===== src/rtl/mem_dump_pkg.sv =====
// Shared debug-dump definitions: FSM encoding and byte order.
// Used by the memory and register-file dump blocks.
package mem_dump_pkg;

    typedef enum logic [2:0] {
        ST_IDLE    = 3'd0,
        ST_ADDR    = 3'd1,
        ST_CAPTURE = 3'd2,
        ST_SEND    = 3'd3,
        ST_WAIT_TX = 3'd4,
        ST_DONE    = 3'd5
    } dump_state_e;

    localparam int BYTES_PER_WORD = 4;
    localparam int BYTE_IDX_W     = 2;

    // Debug byte order is MSB first: index 0 is bits [31:24].
    function automatic logic [7:0] dbg_byte_sel(
        input logic [31:0]           word,
        input logic [BYTE_IDX_W-1:0] idx
    );
        logic [7:0] b;
        unique case (idx)
            2'd0:    b = word[31:24];
            2'd1:    b = word[23:16];
            2'd2:    b = word[15:8];
            default: b = word[7:0];
        endcase
        return b;
    endfunction

endpackage


===== src/rtl/mem_dump_unit_word_byte_serializer.sv =====
// Captures one 32-bit word and presents it one byte at a time.
// Shared with the register-file dumper.
module word_byte_serializer
    import mem_dump_pkg::*;
(
    input  logic        clk,
    input  logic        rst,
    input  logic        i_load,
    input  logic [31:0] i_word,
    input  logic        i_next,
    output logic [7:0]  o_byte,
    output logic        o_last
);

    logic [31:0]           word_q, word_d;
    logic [BYTE_IDX_W-1:0] idx_q, idx_d;

    localparam logic [BYTE_IDX_W-1:0] LAST_IDX =
        BYTE_IDX_W'(BYTES_PER_WORD - 1);

    always_comb begin
        word_d = word_q;
        idx_d  = idx_q;
        if (i_load) begin
            word_d = i_word;
            idx_d  = '0;
        end else if (i_next) begin
            idx_d = idx_q + 1'b1;
        end
    end

    always_ff @(posedge clk or posedge rst) begin
        if (rst) begin
            word_q <= '0;
            idx_q  <= '0;
        end else begin
            word_q <= word_d;
            idx_q  <= idx_d;
        end
    end

    assign o_byte = dbg_byte_sel(word_q, idx_q);
    assign o_last = (idx_q == LAST_IDX);

endmodule


===== src/rtl/mem_dump_unit.sv =====
// Walks data memory through its debug port and streams every
// word MSB-first to the debug UART transmitter.
module mem_dump_unit
    import mem_dump_pkg::*;
#(
    parameter int MEM_DEPTH = 32,
    parameter int DATA_W    = 32
) (
    input  logic              clk,
    input  logic              rst,
    input  logic              i_start,
    input  logic [DATA_W-1:0] i_mem_data,
    input  logic              i_tx_done,
    output logic              o_debug_on,
    output logic [31:0]       o_mem_addr,
    output logic [7:0]        o_tx_data,
    output logic              o_tx_start,
    output logic              o_busy,
    output logic              o_done
);

    localparam int CNT_W =
        (MEM_DEPTH > 1) ? $clog2(MEM_DEPTH) : 1;
    localparam logic [CNT_W-1:0] LAST_CNT =
        CNT_W'(MEM_DEPTH - 1);

    dump_state_e      state_q, state_d;
    logic [CNT_W-1:0] cnt_q, cnt_d;
    logic             debug_on_q, debug_on_d;
    logic [31:0]      mem_addr_q, mem_addr_d;
    logic             tx_start_q, tx_start_d;
    logic             busy_q, busy_d;
    logic             done_q, done_d;

    logic ser_load;
    logic ser_next;
    logic ser_last;

    // Memory data registered on the ADDR-cycle negedge is
    // latched on the edge that leaves ADDR.
    always_comb begin
        state_d  = state_q;
        cnt_d    = cnt_q;
        ser_load = 1'b0;
        ser_next = 1'b0;
        unique case (state_q)
            ST_IDLE: begin
                if (i_start) begin
                    state_d = ST_ADDR;
                    cnt_d   = '0;
                end
            end
            ST_ADDR: begin
                state_d  = ST_CAPTURE;
                ser_load = 1'b1;
            end
            ST_CAPTURE: state_d = ST_SEND;
            ST_SEND:    state_d = ST_WAIT_TX;
            ST_WAIT_TX: begin
                if (i_tx_done) begin
                    if (!ser_last) begin
                        ser_next = 1'b1;
                        state_d  = ST_SEND;
                    end else if (cnt_q < LAST_CNT) begin
                        cnt_d   = cnt_q + 1'b1;
                        state_d = ST_ADDR;
                    end else begin
                        state_d = ST_DONE;
                    end
                end
            end
            ST_DONE: state_d = ST_IDLE;
            default: state_d = ST_IDLE;
        endcase
    end

    always_comb begin
        debug_on_d = (state_d == ST_ADDR)    ||
                     (state_d == ST_CAPTURE) ||
                     (state_d == ST_SEND)    ||
                     (state_d == ST_WAIT_TX);
        mem_addr_d = (state_d == ST_IDLE) ? 32'd0
                                          : 32'(cnt_d);
        tx_start_d = (state_d == ST_SEND);
        busy_d     = (state_d != ST_IDLE);
        done_d     = (state_d == ST_DONE);
    end

    always_ff @(posedge clk or posedge rst) begin
        if (rst) begin
            state_q    <= ST_IDLE;
            cnt_q      <= '0;
            debug_on_q <= 1'b0;
            mem_addr_q <= '0;
            tx_start_q <= 1'b0;
            busy_q     <= 1'b0;
            done_q     <= 1'b0;
        end else begin
            state_q    <= state_d;
            cnt_q      <= cnt_d;
            debug_on_q <= debug_on_d;
            mem_addr_q <= mem_addr_d;
            tx_start_q <= tx_start_d;
            busy_q     <= busy_d;
            done_q     <= done_d;
        end
    end

    word_byte_serializer u_ser (
        .clk    (clk),
        .rst    (rst),
        .i_load (ser_load),
        .i_word (i_mem_data[31:0]),
        .i_next (ser_next),
        .o_byte (o_tx_data),
        .o_last (ser_last)
    );

    assign o_debug_on = debug_on_q;
    assign o_mem_addr = mem_addr_q;
    assign o_tx_start = tx_start_q;
    assign o_busy     = busy_q;
    assign o_done     = done_q;

endmodule


===== config.mk =====
export PLATFORM = sky130hd
export DESIGN_NAME = mem_dump_unit
export DESIGN_NICKNAME = d
export VERILOG_FILES = /design/src/rtl/mem_dump_pkg.sv /design/src/rtl/mem_dump_unit_word_byte_serializer.sv /design/src/rtl/mem_dump_unit.sv
export SDC_FILE = /design/constraint.sdc
export NUM_CORES = 1
export LEC_CHECK = 0
export ABC_AREA = 1
export ABC_CLOCK_PERIOD_IN_PS = 1400
export CELL_PAD_IN_SITES_DETAIL_PLACEMENT = 0
export CELL_PAD_IN_SITES_GLOBAL_PLACEMENT = 1
export CORE_MARGIN = 5
export CORE_UTILIZATION = 31
export DETAILED_ROUTE_END_ITERATION = 12
export PLACE_DENSITY = 0.88
export SYNTH_ARGS = -nofsm -noshare
export SYNTH_HDL_FRONTEND = slang
export SYNTH_HIERARCHICAL = 1
export SYNTH_SLANG_ARGS = --single-unit

===== constraint.sdc =====
create_clock -name clk -period 1.4 [get_ports clk]
set_input_delay 0.35 -clock clk [delete_from_list [all_inputs] [get_ports clk]]
set_output_delay 0.35 -clock clk [all_outputs]
set_load 0.005 [all_outputs]

==> impl_metrics.env, run 1 <==
export IMPL_cts_hold_buf=0
export IMPL_p_leak_nw=2.16
export IMPL_fin_crit_ps=1930
export IMPL_first_iter_violations=46
export IMPL_dr_pass1_iters=4
export IMPL_multi_input_area_um2=1460
export IMPL_synth_area_um2=2800
export IMPL_cp_end_kind="output port"
export IMPL_dp_hpwl_mm=4.79
export IMPL_postRouteAntennaNets=0
export IMPL_slew_viol_final=0
export IMPL_status="complete, but fails checks"
export IMPL_n_antenna_cell=0
export IMPL_yosys_area_share_xor_xnor=0.00313
export IMPL_avgViaCountPerCell=4.31
export IMPL_fmax_ghz=0.517
export IMPL_coreArea_um2=8760
export IMPL_final_layout_size_suffix_gt1_frac=0.319
export IMPL_port_buffers=52
export IMPL_numClockSinks=51
export IMPL_clock_latency_ps=310
export IMPL_overflow=0
export IMPL_finalHoldViolations=0
export IMPL_grt_antenna_before_repair=0
export IMPL_nFillCells=828
export IMPL_synthDistinctLibCells=27
export IMPL_start_util=0.319
export IMPL_synth_simple_area_share=0.345
export IMPL_cts_buffers=5
export IMPL_fin_worst_skew_ps=4.07
export IMPL_path_cells="buf_6 -> ha_4 -> inv_4 -> buf_6 -> nand2_1 -> nor2_1 -> nor2_1 -> buf_2"
export IMPL_synth_fa_ha_area_frac=0.0224
export IMPL_cts_max_level=2
export IMPL_synth_top_family_by_area="simple AND/OR/NAND/NOR gates"
export IMPL_design_area_um2=3990
export IMPL_path_max_fanout=5
export IMPL_maxCapViolCount=0
export IMPL_root_buffer="clkbuf_8"
export IMPL_fin_nets=491
export IMPL_netlist_instances=362
export IMPL_die_area_um2=11000
export IMPL_placed_cell_area_um2=3460
export IMPL_io_pins=80
export IMPL_slowest_delay_ps=450
export IMPL_hold_class="input pin to async pin"
export IMPL_synth_mux_area_frac=0
export IMPL_total_power_mw=7.18
export IMPL_ys_seq_area_frac=0.456
export IMPL_die_h_um=105
export IMPL_place_gp_congestion=0.840
export IMPL_peakVddDrop_mv=1.06
export IMPL_rows=34
export IMPL_crit_path_top_delay_cell="dfrtp_2"
export IMPL_cts_tree="done"
export IMPL_avgSynthCellArea_um2=7.73
export IMPL_rsz0062_at_grt="yes"
export IMPL_cp_arrival_ps=1580
export IMPL_worstSetupStartpoint="u_ser/idx_q[1]$_DFFE_PP0P_"
export IMPL_seq_area_um2=1280
export IMPL_path_buf_inv=4
export IMPL_grt_use_total=0.127
export IMPL_setup_viol=26
export IMPL_wl_per_cell_um=12.7
export IMPL_violations="setup timing"
export IMPL_synth_flop_cell="dfrtp_1"
export IMPL_synth_edf_count=0
export IMPL_power_density_nw_per_um2=1800
export IMPL_fin_crit_sh=1.38
export IMPL_drc=0
export IMPL_die_x_um=105
export IMPL_crit_path_start_kind="register"
export IMPL_cp_required_ps=1050
export IMPL_grt_pass1_vias=2494
export IMPL_drt_wl_total_mm=7.13
export IMPL_synth_warnings=6
export IMPL_cts_max_path_buffers=2
export IMPL_synth_async_reset_ratio=1.00
export IMPL_reg2reg_from="u_ser/idx_q[1]$_DFFE_PP0P_"
export IMPL_worst_setup_path_type="register to output port"
export IMPL_grt_max_degree=35
export IMPL_detailroute_via_count=2407
export IMPL_cpLargestDelayFamily="flip-flops"
export IMPL_cts_clk_slew_worst_paths_ps=90
export IMPL_fin_ws_ps=-533
export IMPL_area_delta_synth_final_pct=42.7
export IMPL_synth_compound_area_frac=0.0295
export IMPL_grt_first_pass_wirelength_mm=11.6
export IMPL_synth_seq_cells=51
metrics by stage:
| step | hold WS (ps) | std cells | setup WS (ps) | util | TNS [ps] |
|---|---|---|---|---|---|
| detailed placement | 460 | 532 | -614 | 0.394 | -9990 |
| global placement | 453 | 532 | -571 | 0.394 | -9420 |
| CTS | 378 | 558 | -527 | 0.441 | -7720 |
| global route | 407 | 559 | -622 | 0.455 | -9710 |
| floorplan | 276 | 388 | 20.4 | - | 0 |
| finish | 371 | 559 | -533 | 0.455 | -7770 |
registers in the layout, indices dropped and copies added (netlist names), 2 cells and up:
name / cells
cnt_q: 5
u_ser/idx_q: 2
state_q: 3
o_mem_addr: 5
u_ser/word_q: 32
worst min-delay path, stage by stage:
cell	delay (ps)
clkdlybuf4s50_1	420
inv_1	60
buf_4	230
metal layers:
| layer | wire length [µm] | track usage | vias up |
|---|---|---|---|
| met3 | 416 | 0.0407 | 13 |
| met5 | 0 | 0 | - |
| li1 | - | - | 1205 |
| met2 | 3690 | 0.221 | 68 |
| met4 | 109 | 0.0484 | 0 |
| met1 | 2920 | 0.144 | 1121 |
cell usage in the layout (no fill, tap or decap), types with 2 or more instances in the layout:
cell / n
nand2_2: 23
ha_4: 4
conb_1: 27
inv_2: 9
nor2_2: 13
inv_1: 20
or2_4: 2
clkdlybuf4s50_1: 35
nand2_1: 132
nor2_4: 5
o21ai_2: 3
nor2_1: 22
buf_4: 19
clkbuf_8: 6
nor2_8: 2
a21oi_2: 5
a21oi_1: 4
inv_4: 3
nand3_2: 5
nand2_4: 6
nand3_1: 4
dlygate4sd2_1: 9
o21ai_0: 2
buf_6: 20
buf_2: 8
dfrtp_1: 50
area by class of cell:
| cell class | instances | share of cell area |
|---|---|---|
| clock inverters | 2 | 0.00972 |
| clock buffers | 6 | 0.0207 |
| inverters | 33 | 0.0335 |
| well taps | 108 | 0.0339 |
| multi-input cells | 266 | 0.366 |
| repair buffers | 92 | 0.215 |
| repair inverters | 1 | 0.00157 |
| flip-flops and latches | 51 | 0.320 |
cell families after synthesis:
kind of cell             after synthesis
XOR/XNOR                               1
flip-flops                            51
other                                  1
AO/OA/AOI/OAI                         15
adder cells (fa/ha/maj)                5
buffers and inverters                 71
AND/OR/NAND/NOR                      218
Yosys cell counts, types with 2 or more instances:
master,instances,area (µm²)
nor2_1,30,113
o21ai_2,2,17.5
ha_1,5,62.6
nand3_1,8,40.0
nor2_4,3,33.8
buf_4,31,233
dfrtp_1,51,1280
buf_2,5,25.0
a21oi_1,10,50.1
nor2_8,2,40.0
inv_1,24,90.1
nand3_2,2,20.0
nor2_2,7,43.8
o21ai_0,3,15.0
inv_2,8,30.0
or2_4,2,17.5
nand2_1,156,586
nand2_2,4,25.0
repair_timing:
action | 4_1_cts | 5_1_grt
pin swaps | 44 | 28
endpoints found under the setup margin | 35 | 58
gates cloned | 1 | 0
setup buffers | 19 | 3
resized for setup | 98 | 39
hold endpoints to repair | 0 | 0
power breakdown:
group | leakage (nW) | internal, mW | total [mW] | switching (mW)
Sequential | 0.645 | 2.12 | 2.56 | 0.433
Combinational | 1.45 | 1.50 | 3.53 | 2.03
Clock | 0.0618 | 0.588 | 1.09 | 0.506
path summary, 6_finish.rpt:
kind                            depth (start not counted)  slack, ps                     endpoint
worst max register to register                         10       -280         o_debug_on$_DFF_PP0_
worst min-delay path                                    3        370         o_tx_start$_DFF_PP0_
worst max-delay path                                    8       -530                 o_tx_data[6]
max in group asynchronous                               3        810   u_ser/idx_q[1]$_DFFE_PP0P_
worst min register to register                          2        490  u_ser/word_q[4]$_DFFE_PP0P_
min in group clk                                        2        490  u_ser/word_q[4]$_DFFE_PP0P_
(Power assumes the default switching activity.)
==> run 2, diff against run 1 <==
Settings changed: ABC_CLOCK_PERIOD_IN_PS 1400 to unset.
==> results of run 2 <==
The final DEF is identical to that of run 1; final timing and power are the same.
